## config.mk

```make
export PLATFORM = sky130hd
export DESIGN_NAME = router_output_arbiter_flat
export DESIGN_NICKNAME = d
export VERILOG_FILES = /design/src/rtl/router_output_arbiter_if.sv /design/src/rtl/router_output_arbiter.sv /design/src/flat_wrapper.sv
export SDC_FILE = /design/constraint.sdc
export NUM_CORES = 1
export LEC_CHECK = 0
export BUFFER_PORTS_ARGS = -buffer_cell sky130_fd_sc_hd__buf_2
export CAP_MARGIN = 25
export CORE_UTILIZATION = 48
export CTS_CLUSTER_SIZE = 20
export DETAILED_ROUTE_END_ITERATION = 8
export GPL_ROUTABILITY_DRIVEN = 1
export PLACE_DENSITY = 0.87
export SYNTH_ARGS = -nofsm -noshare
export SYNTH_HDL_FRONTEND = slang
export SYNTH_SLANG_ARGS = --single-unit
```

## constraint.sdc

```tcl
create_clock -name clk -period 2.81 [get_ports clk]
set_input_delay 0.1405 -clock clk [delete_from_list [all_inputs] [get_ports clk]]
set_output_delay 0.1405 -clock clk [all_outputs]
set_load 0.05 [all_outputs]
```

## src/rtl/router_output_arbiter_if.sv

```systemverilog
// Output-port bundle for router_output_arbiter.
//   master : environment side (drives offers and downstreamReady, observes results)
//   slave  : arbiter side (consumes offers, drives outputFlit/outputValid/portBlock*/errorFlag)
// An offer is {valid, type[1:0], payload}; the link flit drops the valid bit.
interface router_output_arbiter_if #(
  parameter int flitWidth         = 16,
  parameter int modifiedFlitWidth = flitWidth + 1
);
  logic [modifiedFlitWidth-1:0] portIn0;
  logic [modifiedFlitWidth-1:0] portIn1;
  logic [modifiedFlitWidth-1:0] portIn2;
  logic [modifiedFlitWidth-1:0] portIn3;
  logic                         downstreamReady;
  logic [flitWidth-1:0]         outputFlit;
  logic                         outputValid;
  logic                         portBlock0;
  logic                         portBlock1;
  logic                         portBlock2;
  logic                         portBlock3;
  logic                         errorFlag;

  modport master (
    output portIn0, portIn1, portIn2, portIn3, downstreamReady,
    input  outputFlit, outputValid, portBlock0, portBlock1, portBlock2, portBlock3, errorFlag
  );

  modport slave (
    input  portIn0, portIn1, portIn2, portIn3, downstreamReady,
    output outputFlit, outputValid, portBlock0, portBlock1, portBlock2, portBlock3, errorFlag
  );
endinterface

```

## src/rtl/router_output_arbiter.sv

```systemverilog
// One egress port of the 5-port router. Collects the four offers aimed at this
// port, grants them round-robin with a per-packet (wormhole) lock, registers the
// winning flit towards the downstream link and drives per-source block signals.
// Ports:
//   clk  : rising-edge clock
//   rst  : synchronous active-high reset
//   bus  : slave modport (offers portIn0..3, downstreamReady in; outputFlit,
//          outputValid, portBlock0..3 (combinational), errorFlag (sticky) out)
module router_output_arbiter #(
  parameter int flitWidth         = 16,
  parameter int modifiedFlitWidth = flitWidth + 1
) (
  input  logic                    clk,
  input  logic                    rst,
  router_output_arbiter_if.slave  bus
);
  localparam int NUM_SRC = 4;
  localparam logic [1:0] T_HEAD   = 2'b00;
  localparam logic [1:0] T_BODY   = 2'b01;
  localparam logic [1:0] T_TAIL   = 2'b10;
  localparam logic [1:0] T_SINGLE = 2'b11;

  typedef enum logic {IDLE, LOCKED} state_e;

  state_e               state_q, state_d;
  logic [1:0]           rr_ptr_q, rr_ptr_d;
  logic [1:0]           owner_q, owner_d;
  logic                 out_valid_q, out_valid_d;
  logic [flitWidth-1:0] out_flit_q, out_flit_d;
  logic                 err_q, err_d;

  logic [NUM_SRC-1:0][modifiedFlitWidth-1:0] offer;
  logic [NUM_SRC-1:0]                        vld;
  logic [NUM_SRC-1:0][1:0]                   typ;
  logic [NUM_SRC-1:0]                        elig, grant, blk;
  logic                                      can_load, grant_any, viol;
  logic [1:0]                                win;

  assign offer = {bus.portIn3, bus.portIn2, bus.portIn1, bus.portIn0};

  for (genvar g = 0; g < NUM_SRC; g++) begin : g_src
    assign vld[g] = offer[g][flitWidth];
    assign typ[g] = offer[g][flitWidth-1:flitWidth-2];
  end

  // First eligible source scanning ptr, ptr+1, ... mod 4. The scan runs from the
  // far end so the nearest hit is written last. Returns {found, index}.
  function automatic logic [2:0] rr_pick(input logic [NUM_SRC-1:0] e, input logic [1:0] ptr);
    logic [1:0] idx;
    logic [2:0] res;
    res = 3'b000;
    for (int k = NUM_SRC - 1; k >= 0; k--) begin
      idx = ptr + 2'(k);
      if (e[idx]) res = {1'b1, idx};
    end
    return res;
  endfunction

  always_comb begin
    state_d     = state_q;
    rr_ptr_d    = rr_ptr_q;
    owner_d     = owner_q;
    out_valid_d = out_valid_q;
    out_flit_d  = out_flit_q;
    err_d       = err_q;
    elig        = '0;
    grant       = '0;
    grant_any   = 1'b0;
    viol        = 1'b0;
    win         = owner_q;
    can_load    = !out_valid_q || bus.downstreamReady;

    case (state_q)
      IDLE: begin
        for (int i = 0; i < NUM_SRC; i++)
          elig[i] = vld[i] && (typ[i] == T_HEAD || typ[i] == T_SINGLE);
        // Any valid offer that is not eligible here is a body/tail with no packet open.
        viol = |(vld & ~elig);
        {grant_any, win} = rr_pick(elig, rr_ptr_q);
      end
      LOCKED: begin
        if (vld[owner_q]) begin
          if (typ[owner_q] == T_BODY || typ[owner_q] == T_TAIL) grant_any = 1'b1;
          else                                                  viol      = 1'b1;
        end
      end
      default: ;
    endcase

    // While in reset nothing is consumed, so every valid offer is blocked.
    grant_any = grant_any && can_load && !rst;
    viol      = viol && !rst;

    if (grant_any) begin
      grant[win]  = 1'b1;
      out_flit_d  = offer[win][flitWidth-1:0];
      out_valid_d = 1'b1;
      case (typ[win])
        T_SINGLE: rr_ptr_d = win + 2'd1;
        T_HEAD: begin
          owner_d = win;
          state_d = LOCKED;
        end
        T_TAIL: begin
          state_d  = IDLE;
          rr_ptr_d = owner_q + 2'd1;
        end
        default: ;
      endcase
    end else if (bus.downstreamReady) begin
      out_valid_d = 1'b0;
    end

    if (viol) err_d = 1'b1;
    blk = vld & ~grant;
  end

  always_ff @(posedge clk) begin
    if (rst) begin
      state_q     <= IDLE;
      rr_ptr_q    <= '0;
      owner_q     <= '0;
      out_valid_q <= 1'b0;
      out_flit_q  <= '0;
      err_q       <= 1'b0;
    end else begin
      state_q     <= state_d;
      rr_ptr_q    <= rr_ptr_d;
      owner_q     <= owner_d;
      out_valid_q <= out_valid_d;
      out_flit_q  <= out_flit_d;
      err_q       <= err_d;
    end
  end

  assign bus.outputFlit  = out_flit_q;
  assign bus.outputValid = out_valid_q;
  assign bus.errorFlag   = err_q;
  assign {bus.portBlock3, bus.portBlock2, bus.portBlock1, bus.portBlock0} = blk;
endmodule

```

## src/flat_wrapper.sv

```systemverilog
// flat-port wrapper written by rule: the top's interface ports become plain ports
module router_output_arbiter_flat 
#(
  parameter int flitWidth         = 16,
  parameter int modifiedFlitWidth = flitWidth + 1
)
  (clk, rst, bus_portIn0, bus_portIn1, bus_portIn2, bus_portIn3, bus_downstreamReady, bus_outputFlit, bus_outputValid, bus_portBlock0, bus_portBlock1, bus_portBlock2, bus_portBlock3, bus_errorFlag);
  router_output_arbiter_if #(.flitWidth(flitWidth), .modifiedFlitWidth(modifiedFlitWidth)) bus_i ();
  input  logic clk;
  input  logic rst;
  input wire logic [$bits(bus_i.portIn0)-1:0] bus_portIn0;
  input wire logic [$bits(bus_i.portIn1)-1:0] bus_portIn1;
  input wire logic [$bits(bus_i.portIn2)-1:0] bus_portIn2;
  input wire logic [$bits(bus_i.portIn3)-1:0] bus_portIn3;
  input wire logic [$bits(bus_i.downstreamReady)-1:0] bus_downstreamReady;
  output wire logic [$bits(bus_i.outputFlit)-1:0] bus_outputFlit;
  output wire logic [$bits(bus_i.outputValid)-1:0] bus_outputValid;
  output wire logic [$bits(bus_i.portBlock0)-1:0] bus_portBlock0;
  output wire logic [$bits(bus_i.portBlock1)-1:0] bus_portBlock1;
  output wire logic [$bits(bus_i.portBlock2)-1:0] bus_portBlock2;
  output wire logic [$bits(bus_i.portBlock3)-1:0] bus_portBlock3;
  output wire logic [$bits(bus_i.errorFlag)-1:0] bus_errorFlag;
  assign bus_i.portIn0 = bus_portIn0;
  assign bus_i.portIn1 = bus_portIn1;
  assign bus_i.portIn2 = bus_portIn2;
  assign bus_i.portIn3 = bus_portIn3;
  assign bus_i.downstreamReady = bus_downstreamReady;
  assign bus_outputFlit = bus_i.outputFlit;
  assign bus_outputValid = bus_i.outputValid;
  assign bus_portBlock0 = bus_i.portBlock0;
  assign bus_portBlock1 = bus_i.portBlock1;
  assign bus_portBlock2 = bus_i.portBlock2;
  assign bus_portBlock3 = bus_i.portBlock3;
  assign bus_errorFlag = bus_i.errorFlag;
  router_output_arbiter #(.flitWidth(flitWidth), .modifiedFlitWidth(modifiedFlitWidth)) u_core (.clk(clk), .rst(rst), .bus(bus_i));
endmodule
```

Yosys cells after proc, flatten, opt, wreduce, memory -nomap -nowiden
Index checks and enable logic that the tools add are counted.

Add/subtract/negate cells: 5. Magnitude comparators: 7. Equality and inequality tests: 8. Mux-type cells: 34. Bitwise gates (word level): 5. Reductions and logical operators: 28.

Operators by type and width (count): binary-select mux 17 bit (select 2 bit) (1); less-than comparator 2 x 3 -> 1 bit (second input constant) (6); two-way mux 16 bit (1); == test 2 bit (second input constant) (7); two-way mux 1 bit (12); two-way mux 3 bit (4); binary-select mux 1 bit (select 2 bit) (5); logical NOT 2 bit (5); AND 4 bit (2); binary-select mux 2 bit (select 2 bit) (2); logical AND 1 bit (8); inverter 4 bit (2); adder 2 x 1 -> 2 bit (second input constant) (3); logical OR 1 bit (6); two-way mux 2 bit (3); one-hot mux 1 bit (2 select lines) (3); AND reduction 2 bit (3); nonzero test 2 bit (3); adder 2 bit (second input constant) (2); two-way mux 4 bit (1); one-hot mux 2 bit (2 select lines) (1); OR reduction 4 bit (1); demux 1 bit (select 2 bit) (1); == test 2 x 1 -> 1 bit (second input constant) (1); other kinds (3) (4).

Flip-flop bits (word level): 23. Input port bits: 71. Output and inout port bits: 22. Word-level logic and storage cells: 93.

Depth between registers and ports, before layout
Gate-level depths: netlist of the first run.

Depth after elaboration: 17. Depth in mapped cells: 10. Gate-level depth less buffers: 7.

Worst setup path before layout of the first run
Ideal clock, no wire load.

Path kind: register to output. From: register u_core.rr_ptr_q[1]. To: output bus_portBlock0. Data arrival time: 2.895 ns. Required time: 2.670 ns. Slack: -0.225 ns. Stages on the path, launching flop included: 10. Buffers on the path: 3. Cells stage by stage: dfxtp_1 clkbuf_1 nand2_1 or3_1 o2111a_1 o21ai_2 buf_6 buf_4 nor2_1 a21boi_0.

Cells in the longest elaborated chain, start to end: 15. Elaborated cells on any way between the ends: 27. Those cells by class: add/sub (3); order compare (2); mux (17); bitwise (2); reduce/logical (3).

Ends and longest elaborated chain: start: declaration (RTL line router_output_arbiter.sv:26) `logic [1:0] rr_ptr_q, rr_ptr_d;`; start signal: assignment (RTL line router_output_arbiter.sv:128) `rr_ptr_q <= rr_ptr_d;`; adder 2 bit (RTL line router_output_arbiter.sv:53) `idx = ptr + 2'(k);`; binary-select mux 1 bit (select 2 bit) (RTL line router_output_arbiter.sv:54) `if (e[idx]) res = {1'b1, idx};`; two-way mux 1 bit (implied by the code) (RTL line router_output_arbiter.sv:54); two-way mux 3 bit (3 in a row) (RTL line router_output_arbiter.sv:54); two-way mux 3 bit * (RTL line router_output_arbiter.sv:54); two-way mux 2 bit (RTL line router_output_arbiter.sv:73) `case (state_q)`; less-than comparator 2 x 3 -> 1 bit (implied by the code) / greater-or-equal comparator 2 x 1 -> 1 bit (equally long branches) (RTL line router_output_arbiter.sv:95) `grant[win] = 1'b1;`; logical AND 1 bit (implied by the code) (RTL line router_output_arbiter.sv:95); two-way mux 1 bit (implied by the code) (RTL line router_output_arbiter.sv:95); demux 1 bit (select 2 bit); two-way mux 4 bit * (RTL line router_output_arbiter.sv:94) `if (grant_any) begin`; inverter 4 bit * (RTL line router_output_arbiter.sv:115) `blk = vld & ~grant;`; AND 4 bit * (RTL line router_output_arbiter.sv:115); end: declaration (RTL line flat_wrapper.sv:18) `output wire logic [$bits(bus_i.portBlock0)-1:0] bus_portBlock0;`.

Mark *: on every way between the ends. The rest lies on a longest branch, timed or not. The select of a mux whose other input is x is not followed.

Final worst setup path of the first run
Ends and elaborated chain as after synthesis.

==> metrics.md, run 1 <==
| Metric | Value |
|---|---|
| Outcome | `finished clean` |
| FFs w/ async S/R, synth | `0%` |
| Psw | `1.16 mW` |
| Crit path DAT | `2.45 ns` |
| First-pass GRT wire length | `8.91 mm` |
| CTS Buffer Depth | `2` |
| CP max FO | `9` |
| Syn Area/Cell | `8.26 sq um` |
| R2r worst-path depth | `8` |
| Worst Max-Slew Pin Slew | `0.718 ns` |
| Reg2reg end | `u_core.bus.outputFlit[3]$_SDFFE_PP0P_` |
| Hold slack | `0.164 ns` |
| Synth cell types | `59` |
| Number of synthesized flops with an enable pin | `0` |
| Worst hold start | `rst` |
| CP max stage cell | `dfxtp_1` |
| Max-slew violations | `0` |
| Reg2reg start | `u_core.rr_ptr_q[1]$_SDFFE_PP0P_` |
| PwrDens | `874 mW/mm^2` |
| Adder-Cell Fraction of Synth Area | `0%` |
| GRT met1 Usage | `29.2%` |
| Compound-Gate Fraction of Synth Area | `26.4%` |
| # IOs | `93` |
| DP Wirelength | `4.72 mm` |
| Synth Area in Simple Gates | `16.4%` |
| Clock Latency Late Sink | `0.26 ns` |
| GR Util met2 | `45.0%` |
| Layout cells sized above 1 | `39.1%` |
| Combinational share of power | `67.4%` |
| Initial DRT Pass Iterations | `5` |
| Standard-cell row count | `23` |
| TritonCTS Buffers | `3` |
| Ys flop type | `dfxtp_1` |
| Hold Path Class | `primary input to flip-flop` |
| Xor and xnor area share after synthesis | `4.47%` |
| Slew HR | `51.4%` |
| Vias per cell | `6.16` |
| P_leak | `1.15 nW` |
| I/O Buffers | `92` |
| Vias in the first global route | `2071` |
| Antenna-violating nets left | `0` |
| Via count | `2373` |
| CTS Hold Bufs | `0` |
| Worst Skew | `0.00104 ns` |
| 1st-iter DRT viols | `233` |
| Area delta synth->final | `25.2%` |
| Die ar. | `0.00464 sq mm` |
| Fin Setup TNS | `0 ns` |
| Final hold violations | `0` |
| CP Class | `flip-flop to output port` |
| GP Congestion | `1.01` |
| Initial Utilization | `51.3%` |
| Clock Sinks | `23` |
| H-tree levels | `1` |
| Maximum VDD drop | `0.624 mV` |
| Layout Nets | `407` |
| M3 GR Usage | `6.50%` |
| Mapped Cells | `254` |
| Hold Crit Depth | `2` |
| Syn Nets | `325` |
| Worst-path cell chain | `nand2_1 > or3_1 > o2111a_2 > o21ai_4 > nor2_1 > a21boi_1 > buf_2` |
| Sequential power share | `23.5%` |
| TritonCTS clock tree | `built` |
| Worst endpoint required time | `2.67 ns` |
| Core area | `0.00409 sq mm` |
| DRC viols | `0` |
| Post-route clock period utilization | `92.0%` |
| Largest net degree at the start of global routing | `27` |
| Maxcap violations | `0` |
| Inserted Diodes | `0` |
| #FFs+latches synth | `23` |
| Startpoint Class | `flip-flop` |
| Die width | `68.1 microns` |
| Routed len/inst | `15.9 microns` |
| Worst setup EP type | `output port` |
| Unrepaired setup endpoints after global routing | `no` |
| FF-to-FF setup slack | `0.24 ns` |
| Drt total wl | `6.13 mm` |
| Sw Share | `50.7%` |
| FILL cells | `322` |
| Critical Path Max Stage Delay | `0.51 ns` |
| Root Driver | `clkbuf_8` |
| Post-synthesis mux area share | `24.0%` |
| Largest family of logic cells by synthesized area | `compound AO/OA/AOI/OAI gates` |
| Die height | `68.1 microns` |
| Min Tclk post-route | `2.59 ns` |
| Total GRT Usage | `25.1%` |
| Clock share of power | `9.1%` |
| GRT busiest layer | `met2` |
| FMAX | `0.387 GHz` |
| Mapped cell area | `0.00210 sq mm` |
| P_int | `1.13 mW` |
| Setup bufs post-CTS | `0` |
| Hold Crit Endpoint | `u_core.bus.outputFlit[15]$_SDFFE_PP0P_` |
| YS warnings | `0` |
| Clk slew on worst S/H paths | `0.08 ns` |
| Initial antenna violation count | `0` |
| Final Setup Violations | `0` |
| Grt ovf | `0` |
| Sequential area share after synthesis | `21.9%` |
logic make-up (layout without fill, tap and decap cells):
family / Yosys count / after routing
XOR/XNOR: 9 / 9
flip-flops: 23 / 23
AO/OA/AOI/OAI: 76 / 76
AND/OR/NAND/NOR: 68 / 68
multiplexers: 46 / 46
buffers and inverters: 32 / 113
critical path, delay by kind of cell, from the launching register on:
kind                   cells  cell delay (ns)
buffers and inverters      1             0.27
and+or+nand+nor            3             0.69
AOI/OAI and AO/OA          3             0.72
DFF                        1             0.51
synthesized netlist by cell type (4+ instances only):
cell type | instances | area share, %
mux2_2 | 14 | 7.5
mux2i_1 | 30 | 14
a31oi_1 | 6 | 1.8
xnor2_1 | 4 | 1.7
nand2_1 | 14 | 2.5
and2_1 | 4 | 1.2
inv_1 | 10 | 1.8
clkbuf_1 | 13 | 2.3
nor2_1 | 12 | 2.1
dfxtp_1 | 23 | 22
nand3_1 | 21 | 5.0
o21ai_0 | 22 | 5.2
a21oi_1 | 7 | 1.7
flip-flops by register name, summed over array words and instances (netlist names):
name / count
u_core.bus.outputValid: 1
u_core.owner_q: 2
u_core.bus.errorFlag: 1
u_core.rr_ptr_q: 2
u_core.bus.outputFlit: 16
u_core.state_q: 1
routing by layer:
| layer | vias to the layer above | wire, microns |
|---|---|---|
| li1 | 1132 | - |
| met1 | 1076 | 2460 |
| met3 | 18 | 576 |
| met5 | - | 0 |
| met2 | 147 | 2990 |
| met4 | 0 | 104 |
timing repair:
action | 4_1_cts | 5_1_grt
hold endpoints to repair | 0 | 0
resized for setup | 0 | 5
endpoints found under the setup margin | 0 | 10
power by group through the flow:
stage	clock, mW	combinational [mW]	sequential [mW]
after floorplan	0	0.944	0.792
after global placement	0	1.49	0.536
after global routing	0.224	1.65	0.555
after detailed placement	0	1.52	0.541
after CTS	0.211	1.52	0.536
final	0.209	1.55	0.540
cell type report:
| class | instances | area, sq um | area share [%] |
|---|---|---|---|
| Tap cell | 50 | 62.6 | 2.38 |
| Timing Repair Buffer | 98 | 505 | 19.2 |
| Inverter | 11 | 41.3 | 1.57 |
| Multi-Input combinational cell | 199 | 1510 | 57.5 |
| Sequential cell | 23 | 462 | 17.6 |
| Clock buffer | 4 | 45.0 | 1.72 |
worst max-delay path by stage:
| stage | from | slack [ns] | endpoint |
|---|---|---|---|
| 5_1_grt | u_core.rr_ptr_q[1]$_SDFFE_PP0P_ | 0.1 | u_core.state_q$_SDFFE_PP0P_ |
| 4_1_cts | u_core.rr_ptr_q[0]$_SDFFE_PP0P_ | 0.06 | bus_portBlock0 |
| 3_3_place_gp | u_core.rr_ptr_q[0]$_SDFFE_PP0P_ | 0.27 | u_core.owner_q[1]$_SDFFE_PP0P_ |
| 3_5_place_dp | u_core.rr_ptr_q[0]$_SDFFE_PP0P_ | 0.13 | u_core.bus.outputFlit[10]$_SDFFE_PP0P_ |
| 2_1_floorplan | u_core.rr_ptr_q[1]$_SDFFE_PP0P_ | 0.13 | bus_portBlock1 |
| 6_report | u_core.rr_ptr_q[1]$_SDFFE_PP0P_ | 0.22 | bus_portBlock0 |
layout by cell type, fill, tap and decap left out, types with 4 or more instances in the layout:
master / synthesis / final
nand2_1: 14 / 14
and2_1: 4 / 4
nand3_1: 21 / 21
buf_2: 3 / 92
a31oi_1: 6 / 6
mux2i_1: 30 / 30
dfxtp_1: 23 / 22
a21oi_1: 7 / 6
o21ai_0: 22 / 22
buf_4: 3 / 6
nor2_1: 12 / 12
mux2_2: 14 / 14
inv_1: 10 / 10
xnor2_1: 4 / 4
per-stage QoR:
step,utilization (%),instances,power (mW),setup WS [ns],area [sq um]
6_report,64.3,385,2.30,0.224,2630
5_1_grt,64.3,385,2.43,0.0991,2630
4_1_cts,64.1,385,2.27,0.0588,2620
3_5_place_dp,63.0,381,2.06,0.132,2570
3_3_place_gp,63.0,381,2.03,0.275,2570
2_1_floorplan,-,254,1.74,0.128,2100
Power figures use the tool's default switching activity.
==> inputs of run 2 (changes only) <==
- BUFFER_PORTS_ARGS: -buffer_cell sky130_fd_sc_hd__buf_2 -> unset
- CORE_MARGIN: unset -> 4
- DONT_BUFFER_PORTS: unset -> 1
- PLACE_DENSITY: 0.87 -> 0.69
==> run 2 against run 1 <==
Total power is 6.3% lower. Clock-buffer cell count is 1 lower. Clock power is 3% lower. Critical path depth is 1 higher. Sequential power is 56% higher. Via count is 16% lower. Non-clock buffer count is 85 lower. Clock skew is 0.010 ns higher. Sequential cell count stayed put. Critical path type is now flip-flop to flip-flop.
==> metrics.md, run 2 (synthesized netlist as in run 1, its figures left out) <==
| Metric | Value |
|---|---|
| Outcome | `finished clean` |
| DP Wirelength | `4.59 mm (-2.7%)` |
| Crit path DAT | `2.72 ns (+0.27 ns)` |
| Drt total wl | `5.75 mm (-6.2%)` |
| Antenna-violating nets left | `0 (unchanged)` |
| P_leak | `0.807 nW (-30%)` |
| Final Setup Violations | `0 (unchanged)` |
| Slew HR | `65.3% (+14 points)` |
| I/O Buffers | `0 (-100%)` |
| First-pass GRT wire length | `9.20 mm (+3.3%)` |
| Worst endpoint required time | `2.97 ns (+0.30 ns)` |
| Commonest non-fill, non-tap cell in the layout | `mux2i_1` |
| Core area | `0.00412 sq mm (+0.70%)` |
| Final worst slack | `0.244 ns (+0.0199 ns)` |
| DP Worst Slack | `0.267 ns (+0.135 ns)` |
| Die height | `74.1 microns (+8.8%)` |
| Largest register FFs | `16 (unchanged)` |
| Max-slew violations | `0 (unchanged)` |
| Grt ovf | `0 (unchanged)` |
| Top sig layer | `met4` |
| TritonCTS Buffers | `3 (unchanged)` |
| Vias per cell | `6.68 (+8.4%)` |
| TritonCTS clock tree | `built` |
| Clock Latency Late Sink | `0.27 ns (about the same)` |
| Hold slack | `0.0598 ns (-0.105 ns)` |
| Clock Sinks | `23 (unchanged)` |
| Clk slew on worst S/H paths | `0.09 ns (about the same)` |
| Fin Setup TNS | `0 ns (unchanged)` |
| Post-route clock period utilization | `91.3% (-0.71 points)` |
| Total power | `2.15 mW (-6.3%)` |
| Standard-cell row count | `23 (unchanged)` |
| Root Driver | `clkbuf_8` |
| Worst Skew | `0.0111 ns (+0.0100 ns)` |
| Area delta synth->final | `5.67%` |
| Layout cells sized above 1 | `17.2% (-22 points)` |
| Met3 wire length | `516 microns (-10%)` |
| Most frequent cells in the layout | `mux2i_1 (30), dfxtp_1 (23), o21ai_0 (22)` |
| Inserted Diodes | `0 (unchanged)` |
| Routed len/inst | `19.2 microns (+20%)` |
| # IOs | `93 (unchanged)` |
| 1st-iter DRT viols | `241 (+3.4%)` |
| Final core occ | `53.9% (-10 points)` |
| Maxcap violations | `0 (unchanged)` |
| Die ar. | `0.00549 sq mm (+18%)` |
| Final hold violations | `0 (unchanged)` |
| Placed Instances | `295 (-23%)` |
| Vias in the first global route | `1926 (-7.0%)` |
| Unrepaired setup endpoints after global routing | `no` |
| FMAX | `0.390 GHz (+0.77%)` |
| Initial antenna violation count | `0 (unchanged)` |
| Hold Path Class | `primary input to flip-flop` |
| Layout Nets | `322 (-21%)` |
| Largest net degree at the start of global routing | `23 (-15%)` |
| Initial Utilization | `51.0% (-0.36 points)` |
| CTS Buffer Depth | `2 (unchanged)` |
| DRC viols | `0 (unchanged)` |
| Setup bufs post-CTS | `0 (unchanged)` |
| Total GRT Usage | `20.8% (-4.4 points)` |
| PwrDens | `970 mW/mm^2 (+11%)` |
| Met1 wire length | `2.37 mm (-3.3%)` |
| Fin area | `0.00222 sq mm (-16%)` |
| Via count | `2004 (-16%)` |
| Met2 WL | `2.78 mm (-7.0%)` |
| Startpoint Class | `flip-flop` |
| Final Non-Filler Cells | `300 (-22%)` |
| CP max FO | `11 (+2)` |
| Dpl cell area | `0.00216 sq mm (-16%)` |
| CP Class | `flip-flop to flip-flop` |
| Min Tclk post-route | `2.57 ns (-0.0199 ns)` |
| Initial DRT Pass Iterations | `5 (unchanged)` |
| H-tree levels | `1 (unchanged)` |
| Worst setup EP type | `flip-flop` |
| Maximum VDD drop | `0.681 mV (+9.1%)` |
| GP Congestion | `0.943 (-6.6%)` |
| Worst Max-Slew Pin Slew | `0.507 ns (-0.211 ns)` |
| Die width | `74.1 microns (+8.8%)` |
run 2: cell count changes in the layout (fill, tap and decap cells not counted):
cell,previous run,this run
buf_2,92,0
buf_4,6,12
clkbuf_1,1,0
clkinv_2,0,1
dfxtp_1,22,23
dfxtp_2,1,0
dlygate4sd3_1,0,1
o2111a_1,0,1
o2111a_2,1,0
or2_0,0,1
or2_4,1,0
run 2: cell type report:
class	instances	area, sq um
clock buffer	3	41.3
clock inverter	1	5.00
fill	400	1900
inverter	11	41.3
multi-input combinational	199	1510
sequential	23	460
tap	50	62.6
timing repair buffer	13	100
run 2: report_power, final:
group          total [mW]  internal [mW]  switching [mW]
sequential          0.842          0.436           0.405
clock               0.203         0.0989           0.104
combinational        1.11          0.516           0.590
total                2.15           1.05            1.10
run 2: final timing paths:
check / startpoint / end / slack, ns / depth (start not counted)
max: u_core.rr_ptr_q[1]$_SDFFE_PP0P_ / u_core.state_q$_SDFFE_PP0P_ / 0.24 / 8
min: rst / u_core.rr_ptr_q[1]$_SDFFE_PP0P_ / 0.06 / 2
max reg2reg: u_core.rr_ptr_q[1]$_SDFFE_PP0P_ / u_core.state_q$_SDFFE_PP0P_ / 0.24 / 8
min reg2reg: u_core.owner_q[0]$_SDFFE_PP0P_ / u_core.owner_q[0]$_SDFFE_PP0P_ / 0.61 / 2
run 2: per-layer routing:
metal | track usage [%] | vias to the layer above
met3 | 4.86 | 8
met4 | 4.23 | 0
met5 | 0 | -
met1 | 27.9 | 923
li1 | - | 959
met2 | 34.1 | 114
run 2: critical path, cell delays in order, from the launching register on:
cell and delay, ns:
dfxtp_1 0.47, inv_1 0.12, a2111oi_0 0.43, a211oi_1 0.14, o311a_1 0.44, buf_4 0.23
a221oi_1 0.27, o21ai_0 0.13, a21bo_2 0.22
run 2: timing repair:
action	in CTS	in global routing
setup endpoints to repair	0	1
hold buffers	1	0
resized for setup	0	1
endpoints found under the hold margin	4	0
